## src/rtl/fetch_exec_sequencer.sv

```systemverilog
// rtl/fetch_exec_sequencer.sv - fetch/execute microsequencer with return-address stack
//
// Purpose: fetches an instruction word from memory at pc, then steps a one-hot
// microstep counter while the external decoder drives control lines. The
// decoder can halt, skip, jump, call or return. Calls and returns use a small
// return-address stack; an overflow or underflow halts the sequencer with a
// sticky fault that only reset clears.
//
// Ports:
//   clk, reset            clock; asynchronous active-high reset
//   mem_req, mem_addr     fetch request (high in FETCH) and fetch address (= pc)
//   mem_rdata, mem_ack    fetched word and its completion strobe
//   inst_condition, end_inst, jmp_inst, call_inst, ret_inst, hlt_inst
//                         decoder controls, looked at only in EXEC
//   jmp_address           jump / call target
//   resume                leave HALT (ignored while stack_fault is set)
//   ir, step, pc, state   instruction register, one-hot microstep, pc, FSM state
//   sp, stack_fault       occupied stack entries, sticky stack fault
module fetch_exec_sequencer #(
  parameter int ADDR_W      = 8,
  parameter int INST_W      = 32,
  parameter int STEPS       = 16,
  parameter int STACK_DEPTH = 4,
  localparam int SP_W       = $clog2(STACK_DEPTH + 1)
) (
  input  logic              clk,
  input  logic              reset,
  output logic              mem_req,
  output logic [ADDR_W-1:0] mem_addr,
  input  logic [INST_W-1:0] mem_rdata,
  input  logic              mem_ack,
  input  logic              inst_condition,
  input  logic              end_inst,
  input  logic              jmp_inst,
  input  logic              call_inst,
  input  logic              ret_inst,
  input  logic              hlt_inst,
  input  logic [ADDR_W-1:0] jmp_address,
  input  logic              resume,
  output logic [INST_W-1:0] ir,
  output logic [STEPS-1:0]  step,
  output logic [ADDR_W-1:0] pc,
  output logic [1:0]        state,
  output logic [SP_W-1:0]   sp,
  output logic              stack_fault
);

  typedef enum logic [1:0] {
    ST_FETCH = 2'd0,
    ST_EXEC  = 2'd1,
    ST_HALT  = 2'd2
  } state_t;

  localparam int              IDX_W   = (STACK_DEPTH > 1) ? $clog2(STACK_DEPTH) : 1;
  localparam logic [SP_W-1:0] SP_FULL = SP_W'(STACK_DEPTH);

  state_t              state_q, state_d;
  logic [ADDR_W-1:0]   pc_q, pc_d;
  logic [INST_W-1:0]   ir_q;
  logic [STEPS-1:0]    step_q, step_d;
  logic [SP_W-1:0]     sp_q, sp_d;
  logic                fault_q;
  logic [ADDR_W-1:0]   stack_mem [STACK_DEPTH];

  logic [ADDR_W-1:0]   pc_inc;
  logic [IDX_W-1:0]    push_idx;
  logic [IDX_W-1:0]    top_idx;
  logic                stack_full;
  logic                stack_empty;
  logic                stack_overflow;
  logic                stack_underflow;
  logic                load_ir;
  logic                push_en;
  logic                set_fault;

  assign pc_inc      = pc_q + ADDR_W'(1);
  assign stack_full  = (sp_q == SP_FULL);
  assign stack_empty = (sp_q == '0);
  // Push goes into slot sp, the top of stack lives in slot sp-1.
  assign push_idx    = IDX_W'(sp_q);
  assign top_idx     = IDX_W'(sp_q - SP_W'(1));

  // Stack faults as seen by an end_inst, honouring jmp > call > ret priority.
  assign stack_overflow  = ~jmp_inst & call_inst & stack_full;
  assign stack_underflow = ~jmp_inst & ~call_inst & ret_inst & stack_empty;

  // State register
  always_ff @(posedge clk or posedge reset) begin
    if (reset) begin
      state_q <= ST_FETCH;
    end else begin
      state_q <= state_d;
    end
  end

  // Next-state logic
  always_comb begin
    state_d = state_q;
    case (state_q)
      ST_FETCH: begin
        if (mem_ack) state_d = ST_EXEC;
      end
      ST_EXEC: begin
        if (hlt_inst) begin
          state_d = ST_HALT;
        end else if (!inst_condition) begin
          state_d = ST_FETCH;
        end else if (end_inst) begin
          state_d = (stack_overflow || stack_underflow) ? ST_HALT : ST_FETCH;
        end
      end
      ST_HALT: begin
        if (resume && !fault_q) state_d = ST_FETCH;
      end
      default: state_d = ST_FETCH;
    endcase
  end

  // Output / datapath control logic
  always_comb begin
    pc_d      = pc_q;
    step_d    = step_q;
    sp_d      = sp_q;
    load_ir   = 1'b0;
    push_en   = 1'b0;
    set_fault = 1'b0;
    case (state_q)
      ST_FETCH: begin
        if (mem_ack) begin
          load_ir = 1'b1;
          step_d  = STEPS'(1);
        end
      end
      ST_EXEC: begin
        if (!hlt_inst) begin
          if (!inst_condition) begin
            pc_d = pc_inc;
          end else if (end_inst) begin
            if (jmp_inst) begin
              pc_d = jmp_address;
            end else if (call_inst) begin
              if (stack_full) begin
                set_fault = 1'b1;
              end else begin
                push_en = 1'b1;
                sp_d    = sp_q + SP_W'(1);
                pc_d    = jmp_address;
              end
            end else if (ret_inst) begin
              if (stack_empty) begin
                set_fault = 1'b1;
              end else begin
                pc_d = stack_mem[top_idx];
                sp_d = sp_q - SP_W'(1);
              end
            end else begin
              pc_d = pc_inc;
            end
          end else begin
            step_d = {step_q[STEPS-2:0], step_q[STEPS-1]};
          end
        end
      end
      ST_HALT: begin
        if (resume && !fault_q) pc_d = pc_inc;
      end
      default: begin
      end
    endcase
  end

  // Datapath registers
  always_ff @(posedge clk or posedge reset) begin
    if (reset) begin
      pc_q    <= '0;
      ir_q    <= '0;
      step_q  <= '0;
      sp_q    <= '0;
      fault_q <= 1'b0;
    end else begin
      pc_q   <= pc_d;
      step_q <= step_d;
      sp_q   <= sp_d;
      if (load_ir)   ir_q    <= mem_rdata;
      if (set_fault) fault_q <= 1'b1;
    end
  end

  // Stack storage is not reset; sp alone says which entries are valid.
  always_ff @(posedge clk) begin
    if (push_en) stack_mem[push_idx] <= pc_inc;
  end

  assign mem_req     = (state_q == ST_FETCH);
  assign mem_addr    = pc_q;
  assign ir          = ir_q;
  assign step        = step_q;
  assign pc          = pc_q;
  assign state       = state_q;
  assign sp          = sp_q;
  assign stack_fault = fault_q;

endmodule

```

## config.mk

```make
export PLATFORM = sky130hd
export DESIGN_NAME = fetch_exec_sequencer
export DESIGN_NICKNAME = d
export VERILOG_FILES = /design/src/rtl/fetch_exec_sequencer.sv
export SDC_FILE = /design/constraint.sdc
export NUM_CORES = 1
export LEC_CHECK = 0
export BUFFER_PORTS_ARGS = -buffer_cell sky130_fd_sc_hd__buf_2
export CAP_MARGIN = 30
export CORE_ASPECT_RATIO = 0.9
export CORE_MARGIN = 2
export CORE_UTILIZATION = 50
export CTS_CLUSTER_DIAMETER = 200
export CTS_CLUSTER_SIZE = 40
export DETAILED_ROUTE_END_ITERATION = 10
export PLACE_DENSITY_LB_ADDON = 0.08
export SYNTH_ARGS = -nofsm -noshare
export SYNTH_HDL_FRONTEND = slang
export SYNTH_SLANG_ARGS = --single-unit
```

## constraint.sdc

```tcl
create_clock -name clk -period 7.5 [get_ports clk]
set_clock_uncertainty 0.05 [all_clocks]
set_input_delay 0.75 -clock clk [delete_from_list [all_inputs] [get_ports clk]]
set_output_delay 0.75 -clock clk [all_outputs]
set_load 0.05 [all_outputs]
```

# After elaboration in Yosys (flattened, before gate mapping)
# Memories as Yosys holds them, arrays and structs flattened.
# Cells that the tools add are included.
[totals]
register_bits = 62
ramBits = 32
input_bits = 50
mem_count = 1
[classes]
add_sub_neg = 3
eq_ne = 14
muxes = 46
bitwise_logic = 8
reduce_logical = 12
[memory_table]
columns = ["name", "words", "word_bits", "read_ports", "rd_ports_with_merged_regs", "write_ports", "line", "rtl"]
rows = [
  ["stack_mem", 4, 8, 1, 0, 1, "63", "logic [ADDR_W-1:0] stack_mem [STACK_DEPTH];"],
]
[op_table]
columns = ["cell", "n"]
rows = [
  ["$mux W8", 9],
  ["$mux W16", 4],
  ["$pmux W16 S2", 1],
  ["$mux W1", 20],
  ["$pmux W8 S2", 1],
  ["$mux W2", 6],
  ["$mux W3", 4],
  ["$ne A2 B2 Y1 const B", 6],
  ["$add A8 B1 Y8 const B", 1],
  ["$reduce_and A8 Y1", 1],
  ["$ne A6 B6 Y1 const B", 1],
  ["$pmux W2 S3", 1],
  ["$reduce_and A6 Y1", 1],
  ["$reduce_bool A2 Y1", 3],
  ["$and A1 B1 Y1", 5],
  ["$ne A5 B5 Y1 const B", 1],
  ["$reduce_and A5 Y1", 1],
  ["$ne A4 B4 Y1 const B", 1],
  ["$add A3 B1 Y3 const B", 1],
  ["$eq A3 B3 Y1 const B", 1],
  ["$logic_not A3 Y1", 1],
  ["$ne A3 B3 Y1 const B", 1],
  ["$not A1 Y1", 3],
  ["$reduce_and A3 Y1", 1],
  ["8 further kinds", 8],
]

# Logic depth before layout (Yosys ltp)
# Gate-level depths: netlist of run 1.
[depth]
depth_word = 10
depth_mapped = 8
depth_no_buf = 6

# Worst setup path before layout of run 1
# OpenSTA, ideal clock, no wires.
[synth_path]
path_type = "register -> register"
from = "reg sp_q[0] (netlist: sp[0])"
to = "reg pc_q[3] (netlist: mem_addr[3])"
setup_ps = 126
arrival_ps = 2573
required_ps = 7324
setup_slack_ps = 4751
stages_incl_launch_ff = 9
path_cell_list = "dfrtp_1 -> buf_2 -> inv_1 -> ha_1 -> clkbuf_1 -> mux4_2 -> a22oi_1 -> nor2_1 -> o32a_1"
[synth_between]
elab_chain_len = 10
word_cells_on_any_way = 15
[synth_rtl]
columns = ["item", "line", "rtl"]
rows = [
  ["from (decl)", "61", "logic [SP_W-1:0] sp_q, sp_d;"],
  ["from (signal assigned)", "183", "sp_q <= sp_d;"],
  ["$sub A3 B1 Y3", "--", ""],
  ["$mem_v2 Z4 W8", "--", ""],
  ["$mux W8", "150", "if (stack_empty) begin"],
  ["$mux W8", "149", "end else if (ret_inst) begin"],
  ["$mux W8", "141", "end else if (call_inst) begin"],
  ["$mux W8", "139", "if (jmp_inst) begin"],
  ["$mux W8", "138", "end else if (end_inst) begin"],
  ["$mux W8", "136", "if (!inst_condition) begin"],
  ["$mux W8", "135", "if (!hlt_inst) begin"],
  ["$pmux W8 S2", "127", "case (state_q)"],
  ["to (signal assigned)", "181", "pc_q <= pc_d;"],
  ["to (decl)", "58", "logic [ADDR_W-1:0] pc_q, pc_d;"],
]
# Several ways; a longest one is shown, not always the timed one. The select of a mux whose other input is x is not followed.
# A chain may end at the register's enable or synchronous reset.

# Worst setup path in the final report of run 1
[layout_path]
from = "reg sp_q[0] (netlist: sp[0])"
to = "reg pc_q[0] (netlist: mem_addr[0])"
# Same word-level chain as after synthesis.

==> results.env, run 1 <==
OUTCOME='complete, no violations'
MAXCAPVIOLATIONS=0
CELLS_ALONG_THE_CRITICAL_PATH='inv_1, ha_1, and3_1, o2111a_1, nor2_1, mux2_2'
POSTCTSHOLDBUFS=0
VIAS_PER_CELL=5.41
NUM_CLOCK_SINKS=94
DETAILROUTE.VIA_COUNT=2918
DIE-AREA_UM2=9210
DIE-WIDTH_UM=101
PATH_MAX_FANOUT=12
CRIT_PATH_END_KIND='register'
CLOCK_PATH_BUFFERS=2
WORST_SLEW_PIN_SLEW_NS=1.01
FINAL-HOLD-VIOLATION-COUNT=0
WEIGHTED_CONGESTION_AT_THE_END_OF_ROUTABILITY_DRIVEN_GLOBAL_PLACEMENT=0.887
SYNTH_ASYNC_SR_FLOP_SHARE=0.660
SYNTH_TOP_AREA_SHARE=0.367
CLK_PIN_SLEW_NS=0.10
FILLERS=651
DIE_H_UM=91.2
REGAREA_UM2=2510
CTS_REPAIR_RESIZES=0
DRT_FIRST_PASS_ITERS=4
VDD.IR_DROP.WORST_mV=0.238
CPMAXSTAGEDELAYCELL='dfrtp_1'
LAYOUT_COMMONEST_CELL='buf_2'
SYNTH-EDFF-COUNT=32
GLOBALROUTETOTALUTIL=0.193
SYNTH-WARNING-COUNT=0
DP_HPWL_MM=6.36
CTS_TREE='done'
FINAL_NETS=491
ADDER_CELL_FRACTION_OF_SYNTH_AREA=0.0178
CRITPATHREQUIREDTIME_NS=7.70
YOSYS_REGISTER_BITS=94
SYNTH_COMPOUND_GATE_AREA_SHARE=0.0861
NETLIST_AREA_UM2=4230
FINAL_LAYOUT_SIZE_SUFFIX_GT1_FRAC=0.430
FLOORPLAN.ROWS=31
WIRE_LENGTH_OF_THE_FIRST_GLOBAL_ROUTING_PASS_MM=14.0
MOST-COMMON-LAYOUT-CELLS='120 x buf_2, 62 x dfrtp_1, 36 x nand2_1'
FINAL-SETUP-VIOL-COUNT=0
MAX_STAGE_DELAY_NS=0.72
LAYOUT_WORST_PATH_CYCLE_SHARE=0.350
WORSTPATHARRIVAL_NS=2.83
SIMPLE_GATE_SHARE_OF_THE_SYNTHESIZED_AREA=0.103
SYNTH.LIB_CELLS_USED.DISTINCT=53
N_ANTENNA_CELL=0
DETAIL_ROUTE.WL_PER_CELL_UM=16.2
SYN_INST=326
CLK_ROOT_BUFFER_CELL='clkbuf_8'
POSTSYNTHAREAPERCELL_UM2=13.0
DRT_WL_TOTAL_MM=8.74
GR_OVERFLOW_TOTAL=0
FLOORPLAN.INITIALDENSITY=0.519
POST-CTS-SETUP-BUFFERS=0
DETAIL-ROUTE-ANTENNA-NETS=0
CRITPATHKIND='reg -> reg'
CTS_INSERTED_BUFFERS=9
VIAS_IN_THE_FIRST_GLOBAL_ROUTE=2828
WORST_SLEW_MARGIN_REL=0.327
FLOW.AREA_GROWTH_FROM_SYNTHESIS_PCT=18.8
P_LEAK_nW=2.20
YOSYS-MUX-AREA-FRACTION=0.138
PWR_DENSITY_CELL_nW_PER_UM2=400
MULTI_INPUT_AREA_UM2=1530
DETAIL_ROUTE.ITER0.VIOLATIONS=147
TOTAL_I_O_PIN_COUNT=121
HTREE_LEVELS=3
CRITPATHLAUNCHTYPE='register'
SYNTHXORXNORAREAFRAC=0.0166
TIMING_MAX_TRANSITION_VIOLATIONS_FINAL=0
RSZ0062_AT_GRT='no'
LAYOUT_MIN_CYCLE_TIME_NS=2.62
LARGEST_NET_DEGREE_AT_THE_START_OF_GLOBAL_ROUTING=63
SYNTH.AREA.TOP_CELLS='dfrtp_1 37%, edfxtp_1 23%, mux2_2 8.5%'
DRC_VIOLATIONS=0
MIN_DELAY_WORST_TYPE='reg -> reg'
UTILIZATION_AFTER_LAYOUT=0.617
SYNTH.NET_COUNT=382
NUMBER_OF_ANTENNA_VIOLATIONS_AT_THE_FIRST_CHECK_IN_GLOBAL_ROUTING=0
TOTALNEGATIVESETUPSLACK_NS=0
CLOCK.FMAX_MHz=381
INSERTION_DELAY_NS=0.36
DOMINANTREGCELLSYNTH='dfrtp_1'
NUMPORTBUFFERS=120
DOMINANT_COMBINATIONAL_CELL_FAMILY_BY_AREA_AFTER_SYNTHESIS='multiplexers'
CORE_AREA_UM2=8150
SYNTH.YOSYS.SEQ_AREA_SHARE=0.594
LEADING_AREA_CONTRIBUTOR_AFTER_SYNTHESIS='dfrtp_1'
-- cell usage after synthesis (all sizes together), types with 3 or more instances --
library cell,count
nor2,11
o32a,3
nor2b,3
mux2,33
nand2b,6
nand4,4
xnor2,5
mux2i,3
ha,6
nand2,36
edfxtp,32
o22ai,4
a22oi,3
a21oi,4
inv,11
nand3,7
xor2,3
mux4,8
dfrtp,62
nor3,4
or3,3
o21ai,18
buf,16
clkbuf,9
-- cell type report --
| type | count | area share |
|---|---|---|
| Tap cell | 99 | 0.0247 |
| Inverter | 11 | 0.00822 |
| Clock inverter | 7 | 0.0132 |
| Clock buffer | 9 | 0.0247 |
| Timing Repair Buffer | 123 | 0.124 |
| Sequential cell | 94 | 0.500 |
| Multi-Input combinational cell | 196 | 0.305 |
-- state kept, by name, summed over array words and instances, names as in the netlist --
register	cells
sp	3
ir	32
step	16
stack_mem	32
mem_addr	8
stack_fault	1
state	2
-- critical path: cells and delay by family, from the launching register on --
family / cells / cell delay (ns)
compound gates: 1 / 0.34
fa+ha+maj: 1 / 0.31
buf+inv: 1 / 0.21
flops: 1 / 0.72
mux: 1 / 0.37
simple gates: 2 / 0.51
-- routing by layer --
metal / GRT usage / share of wire / wire [um] / vias up
met4: 0.0360 / 0.0065 / 57 / 0
li1: - / - / - / 1397
met2: 0.291 / 0.44 / 3880 / 114
met1: 0.276 / 0.47 / 4140 / 1401
met5: 0 / 0 / 0 / -
met3: 0.0647 / 0.076 / 667 / 6
-- final timing paths --
check / from / to / slack [ns] / cells past startpoint
min: ir[18]$_DFFE_PP0P_ / ir[18]$_DFFE_PP0P_ / 0.45 / 1
min reg2reg: ir[18]$_DFFE_PP0P_ / ir[18]$_DFFE_PP0P_ / 0.45 / 1
max reg2reg: sp[0]$_DFFE_PP0P_ / mem_addr[0]$_DFFE_PP0P_ / 4.88 / 6
max: sp[0]$_DFFE_PP0P_ / mem_addr[0]$_DFFE_PP0P_ / 4.88 / 6
max in group asynchronous: reset / ir[2]$_DFFE_PP0P_ / 6.32 / 3
min in group asynchronous: reset / mem_addr[5]$_DFFE_PP0P_ / 0.58 / 3
-- through the flow --
| stage | power (mW) | instances | hold WS [ns] | setup slack [ns] | cell area, um2 |
|---|---|---|---|---|---|
| after floorplan | 1.51 | 326 | 0.713 | 4.75 | 4230 |
| after global placement | 1.70 | 522 | 0.415 | 4.76 | 4820 |
| after detailed placement | 1.71 | 522 | 0.430 | 4.63 | 4820 |
| after CTS | 2.03 | 538 | 0.461 | 4.80 | 5010 |
| after global routing | 2.11 | 539 | 0.477 | 4.60 | 5020 |
| final | 2.01 | 539 | 0.455 | 4.88 | 5020 |
-- where the power goes --
group          internal (mW)  switching [mW]
clock                  0.128           0.188
sequential             0.662           0.100
combinational          0.267           0.662
total                   1.06           0.950
-- cell families after synthesis --
| logic type | after synthesis |
|---|---|
| fa+ha+maj | 6 |
| xor+xnor | 8 |
| buf+inv | 36 |
| compound gates | 52 |
| flops | 94 |
| mux | 44 |
| simple gates | 86 |
(Power assumes the default switching activity.)
==> inputs of run 2 (changes only) <==
CORE_UTILIZATION = 47   (was 50)
clock period = 2.2 ns   (was 7.5 ns; I/O delays follow)
==> run 2 against run 1 <==
Non-clock buffer count grew 7. Global-route usage shrank 1.1 points. Clock-buffer cell count is the same. Clock power grew to 3.7 times the previous value. Hold slack lost 0.42 ns. Core utilization shrank 1.9 points. First-iteration DRC count shrank 5.4%. Maximum frequency grew 26%. Routed wire length grew 0.26%. Combinational power grew to 3.5 times the previous value.
==> results.env, run 2 (same netlist as run 1, synthesis figures left out) <==
PATH_MAX_FANOUT=8
LARGEST_NET_DEGREE_AT_THE_START_OF_GLOBAL_ROUTING=44
PWR-SHARE-COMB=0.467
P_INT_mW=3.77
INSERTION_DELAY_NS=0.36
SW_FRAC_OF_TOTAL=0.461
CRITPATHLAUNCHTYPE='register'
WORST_SLEW_PIN_SLEW_NS=1.00
CRITPATHKIND='reg -> reg'
DRT_FIRST_PASS_ITERS=4
GLOBALROUTETOTALUTIL=0.182
CTS_TREE='done'
CRIT_PATH_END_KIND='register'
CLK_ROOT_BUFFER_CELL='clkbuf_8'
CLOCK.FMAX_MHz=482
DRT_WL_TOTAL_MM=8.77
WORSTPATHARRIVAL_NS=2.04
N_ANTENNA_CELL=0
MOST-COMMON-LAYOUT-CELLS='120 x buf_2, 58 x dfrtp_1, 36 x nand2_1'
DETAIL_ROUTE.ITER0.VIOLATIONS=139
GR_OVERFLOW_TOTAL=0
VDD.IR_DROP.WORST_mV=0.878
FINAL-HOLD-VIOLATION-COUNT=0
RSZ0062_AT_GRT='no'
MAX_STAGE_DELAY_NS=0.45
DIE_H_UM=94.0
VIAS_IN_THE_FIRST_GLOBAL_ROUTE=2804
CTS_REPAIR_RESIZES=0
VIAS_PER_CELL=5.18
POWER.SHARE.SEQUENTIAL=0.367
FLOORPLAN.ROWS=32
DP_HPWL_MM=6.47
WEIGHTED_CONGESTION_AT_THE_END_OF_ROUTABILITY_DRIVEN_GLOBAL_PLACEMENT=0.808
CELLS_ALONG_THE_CRITICAL_PATH='nand2b_1, or3_1, a211o_1, nor2_2'
PWR-SHARE-CLK=0.166
FINAL-SETUP-VIOL-COUNT=0
TIMING.HOLD.WORST_PATH_DEPTH=2
LAYOUT_COMMONEST_CELL='buf_2'
STARTPOINT_OF_THE_TIGHTEST_HOLD_CHECK_PATH='mem_rdata[21]'
LAYOUT_WORST_PATH_CYCLE_SHARE=0.943
FINAL_NETS=498
WORSTSETUPPATHDEPTH=4
DPL_WORST_SLACK_NS=0.107
P_LEAK_nW=2.24
FLOORPLAN.INITIALDENSITY=0.489
DRC_VIOLATIONS=0
CORE_AREA_UM2=8650
CRITICAL-PATH-TOP-DELAY-FAMILY='simple AND/OR/NAND/NOR gates'
CRITPATHREQUIREDTIME_NS=2.17
CLOCK_PATH_BUFFERS=2
TIMING_MAX_TRANSITION_VIOLATIONS_FINAL=0
R2R_CELLS=4
TIMING.RR.START='state[1]$_DFFE_PP0P_'
DIE-WIDTH_UM=104
MIN_DELAY_WORST_TYPE='in -> reg'
CTS_INSERTED_BUFFERS=9
P_SW_mW=3.23
CPMAXSTAGEDELAYCELL='dfrtp_2'
WORST_SLEW_MARGIN_REL=0.332
POSTLAYOUTSETUPSLACKWORST_NS=0.125
OUTCOME='complete, no violations'
NUMBER_OF_ANTENNA_VIOLATIONS_AT_THE_FIRST_CHECK_IN_GLOBAL_ROUTING=0
FINAL_LAYOUT_SIZE_SUFFIX_GT1_FRAC=0.461
WIRE_LENGTH_OF_THE_FIRST_GLOBAL_ROUTING_PASS_MM=14.0
HTREE_LEVELS=3
DETAIL-ROUTE-ANTENNA-NETS=0
CLK_PIN_SLEW_NS=0.10
NUMPORTBUFFERS=120
FLOW.AREA_GROWTH_FROM_SYNTHESIS_PCT=22.2
DETAIL_ROUTE.WL_PER_CELL_UM=15.5
MAXCAPVIOLATIONS=0
TOTALNEGATIVESETUPSLACK_NS=0
TOTAL_I_O_PIN_COUNT=121
DETAILROUTE.VIA_COUNT=2931
LAYOUT_MIN_CYCLE_TIME_NS=2.07
PWR_DENSITY_CELL_nW_PER_UM2=1360
WORSTSETUPSTARTPOINT='state[1]$_DFFE_PP0P_'
DIE-AREA_UM2=9770
CP.BUFFERS_INVERTERS=0
NUM_CLOCK_SINKS=94
## run 2: cell types whose count changed in the layout (fill, tap and decap cells not counted), sizes merged
cell	before	now
clkinv	2	0
clkbuf	10	9
clkinvlp	2	3
buf	122	129
dlygate4sd3	0	1
bufinv	0	1
## run 2: worst paths after layout
path,to,slack (ns)
worst max-delay path,stack_mem[3][0]$_DFFE_PP_,0.13
worst min-delay path,ir[21]$_DFFE_PP0P_,0.04
worst max register to register,stack_mem[3][0]$_DFFE_PP_,0.13
worst min register to register,ir[18]$_DFFE_PP0P_,0.45
max in group asynchronous,state[1]$_DFFE_PP0P_,1.15
min in group asynchronous,ir[6]$_DFFE_PP0P_,0.35
## run 2: worst register-to-register path, cell delays in order (launching register included)
cell	delay [ns]
dfrtp_2	0.45
nand2b_1	0.17
or3_1	0.39
a211o_1	0.35
nor2_2	0.33
## run 2: stage by stage
stage | total power [mW] | instances | instance area [um2] | hold slack, ns | utilization
2_1_floorplan | 5.23 | 326 | 4270 | 0.305 | -
3_3_place_gp | 5.85 | 549 | 4950 | 0.192 | 0.572
3_5_place_dp | 5.89 | 549 | 4950 | 0.201 | 0.572
4_1_cts | 7.08 | 566 | 5160 | 0.0201 | 0.597
5_1_grt | 7.35 | 566 | 5160 | 0.0207 | 0.597
6_report | 7.00 | 566 | 5160 | 0.0382 | 0.597
## run 2: layout make-up
cell class / instances / area (um2)
repair buffers: 130 / 703
clock inverters: 7 / 81.3
fillers: 738 / 3480
inverters: 11 / 41.3
flip-flops and latches: 94 / 2520
multi-input cells: 196 / 1550
well taps: 119 / 149
clock buffers: 9 / 124
## run 2: per-layer routing
metal | vias up | wire length, um | track usage
li1 | 1405 | - | -
met1 | 1409 | 4130 | 0.248
met2 | 112 | 3960 | 0.279
met3 | 5 | 597 | 0.0569
met4 | 0 | 73 | 0.0642
met5 | - | 0 | 0
## run 2: timing repair
item | in CTS | in global routing
endpoints found under the setup margin | 0 | 0
buffers inserted | 0 | 0
hold buffers | 1 | 0
endpoints found under the hold margin | 19 | 0
## run 2: power by group through the flow
stage | registers, mW | logic (mW) | clock network, mW
3_5_place_dp | 2.60 | 3.29 | 0
6_report | 2.57 | 3.27 | 1.17
5_1_grt | 2.63 | 3.45 | 1.27
3_3_place_gp | 2.58 | 3.27 | 0
2_1_floorplan | 3.68 | 1.55 | 0
4_1_cts | 2.57 | 3.30 | 1.21
==> inputs of run 3 (changes only) <==
CORE_UTILIZATION = 50   (was 47)
CTS_BUF_LIST = sky130_fd_sc_hd__clkbuf_2   (was default)
clock period = 2.1 ns   (was 2.2 ns; I/O delays follow)
==> run 3 against run 2 <==
Non-clock buffer count is 41 higher. Worst setup slack lost 0.12 ns. Total power up 0.56%. Critical path depth is the same. Clock power is 35% lower. Hold slack improved by 0.027 ns. Cell count rose by 3.7%. First-iteration DRC count grew 19%. Sequential share of layout area fell by 2.7 points. Die area fell by 5.8%. Cell area increased by 5.9%. Routed wire length grew 9.4%.
==> results.env, run 3 (same netlist as run 1, synthesis figures left out) <==
OUTCOME='complete, no violations'
CRIT_PATH_END_KIND='register'
WEIGHTED_CONGESTION_AT_THE_END_OF_ROUTABILITY_DRIVEN_GLOBAL_PLACEMENT=0.817
CRITPATHREQUIREDTIME_NS=2.23
P_LEAK_nW=2.38
LARGEST_NET_DEGREE_AT_THE_START_OF_GLOBAL_ROUTING=46
GROUTE.LAYER.MET1.USAGE=0.292
TIMING_MAX_TRANSITION_VIOLATIONS_FINAL=0
NUMBER_OF_ANTENNA_VIOLATIONS_AT_THE_FIRST_CHECK_IN_GLOBAL_ROUTING=0
CLOCK.FMAX_MHz=478
CTS_INSERTED_BUFFERS=9
DETAIL_ROUTE.ITER0.VIOLATIONS=165
INSERTION_DELAY_NS=0.53
DETAIL-ROUTE-ANTENNA-NETS=0
PATH_MAX_FANOUT=8
GRT_BUSIEST_LAYER='met2'
DRT_FIRST_PASS_ITERS=4
CORE_AREA_UM2=8150
NUMPORTBUFFERS=120
CLK_ROOT_BUFFER_CELL='clkbuf_2'
PWR_DENSITY_CELL_nW_PER_UM2=1290
FINAL_LAYOUT_SIZE_SUFFIX_GT1_FRAC=0.432
DRT_WL_TOTAL_MM=9.59
MET3_USAGE=0.0731
P_TOTAL_mW=7.04
DP_HPWL_MM=6.48
WORST_SLEW_MARGIN_REL=0.605
CRIT_PATH_END='stack_mem[2][0]$_DFFE_PP_'
WORSTPATHARRIVAL_NS=2.22
SETUP.REG_TO_REG.WORST_SLACK_NS=0.008
FINAL-INSTANCE-COUNT-EXCL-FILL=587
WORST_SLEW_PIN_SLEW_NS=0.591
DRC_VIOLATIONS=0
DIE-WIDTH_UM=101
VIAS_IN_THE_FIRST_GLOBAL_ROUTE=3077
FINAL-SETUP-VIOL-COUNT=0
MIN_DELAY_WORST_TYPE='in -> reg'
TOTAL_I_O_PIN_COUNT=121
WORST_R2R_ENDPOINT='stack_mem[2][0]$_DFFE_PP_'
VIAS_PER_CELL=5.37
LAYOUT_MIN_CYCLE_TIME_NS=2.09
MOST-COMMON-LAYOUT-CELLS='120 x buf_2, 58 x dfrtp_1, 40 x dlygate4sd3_1'
WORST_HOLD_SLACK_NS=0.0650
CRITPATHKIND='reg -> reg'
FLOORPLAN.INITIALDENSITY=0.519
NUM_CLOCK_SINKS=94
DIE-AREA_UM2=9210
HTREE_LEVELS=3
N_ANTENNA_CELL=0
GR_OVERFLOW_TOTAL=0
TOTALNEGATIVESETUPSLACK_NS=0
GLOBALROUTEMET2UTIL=0.338
PLACE_INST=531
CRITPATHLAUNCHTYPE='register'
TIMING.RR.START='state[1]$_DFFE_PP0P_'
FLOORPLAN.ROWS=31
FINAL-HOLD-VIOLATION-COUNT=0
RSZ0062_AT_GRT='yes'
FLOW.AREA_GROWTH_FROM_SYNTHESIS_PCT=29.4
GLOBALROUTETOTALUTIL=0.217
LAYOUT_COMMONEST_CELL='buf_2'
DIE_H_UM=91.2
CLOCK_PATH_BUFFERS=2
FINAL_NETS=539
VDD.IR_DROP.WORST_mV=0.720
CTS_TREE='done'
DETAIL_ROUTE.WL_PER_CELL_UM=16.3
LAYOUT_WORST_PATH_CYCLE_SHARE=0.996
CLK_PIN_SLEW_NS=0.23
DETAILROUTE.VIA_COUNT=3150
R2R_CELLS=4
MAXCAPVIOLATIONS=0
WORSTSETUPSTARTPOINT='state[1]$_DFFE_PP0P_'
WIRE_LENGTH_OF_THE_FIRST_GLOBAL_ROUTING_PASS_MM=15.4
UTILIZATION_AFTER_LAYOUT=0.672
-- run 3: critical path: stages (launching register included) --
cell	delay, ns
dfrtp_2	0.45
nand2b_1	0.15
or3_1	0.39
a211o_1	0.35
nor2_2	0.38
-- run 3: how the worst min path moves through the flow --
stage                    from                 endpoint  slack (ns)  cells after the start
6_report            call_inst        sp[1]$_DFFE_PP0P_        0.07                      3
5_1_grt        jmp_address[4]  mem_addr[4]$_DFFE_PP0P_       0.006                      4
4_1_cts        jmp_address[1]  mem_addr[1]$_DFFE_PP0P_       0.004                      4
3_5_place_dp            reset       ir[19]$_DFFE_PP0P_        0.18                      2
3_3_place_gp            reset       ir[16]$_DFFE_PP0P_        0.17                      2
2_1_floorplan   mem_rdata[18]       ir[18]$_DFFE_PP0P_        0.29                      1
-- run 3: final cells by class --
cell class / count / area (um2)
inverters: 11 / 46.3
flip-flops and latches: 94 / 2520
multi-input cells: 196 / 1590
clock buffers: 11 / 55.1
well taps: 99 / 124
fillers: 600 / 2680
repair buffers: 171 / 1110
clock inverters: 5 / 33.8
-- run 3: routing by layer --
layer,up-vias,wire [um],part of all wire
met5,-,0,0
met4,0,114,0.012
met3,9,713,0.074
met2,132,4410,0.46
met1,1519,4340,0.45
li1,1490,-,-
-- run 3: power by group --
group | total [mW] | internal [mW] | switching [mW]
sequential | 2.68 | 2.37 | 0.312
combinational | 3.61 | 1.11 | 2.50
clock | 0.756 | 0.173 | 0.583
-- run 3: repair_timing --
action | 4_1_cts | 5_1_grt
gates resized for setup | 0 | 2
endpoints found under the hold margin | 100 | 1
hold buffers | 39 | 1
buffers inserted | 0 | 0
endpoints found under the setup margin | 0 | 28
-- run 3: metrics by stage --
step                area, um2  setup WS [ns]
finish                   5470        0.00845
floorplan                4300        -0.0829
global placement         4970         0.0867
global route             5470         -0.122
CTS                      5450        0.00233
detailed placement       4970         0.0355
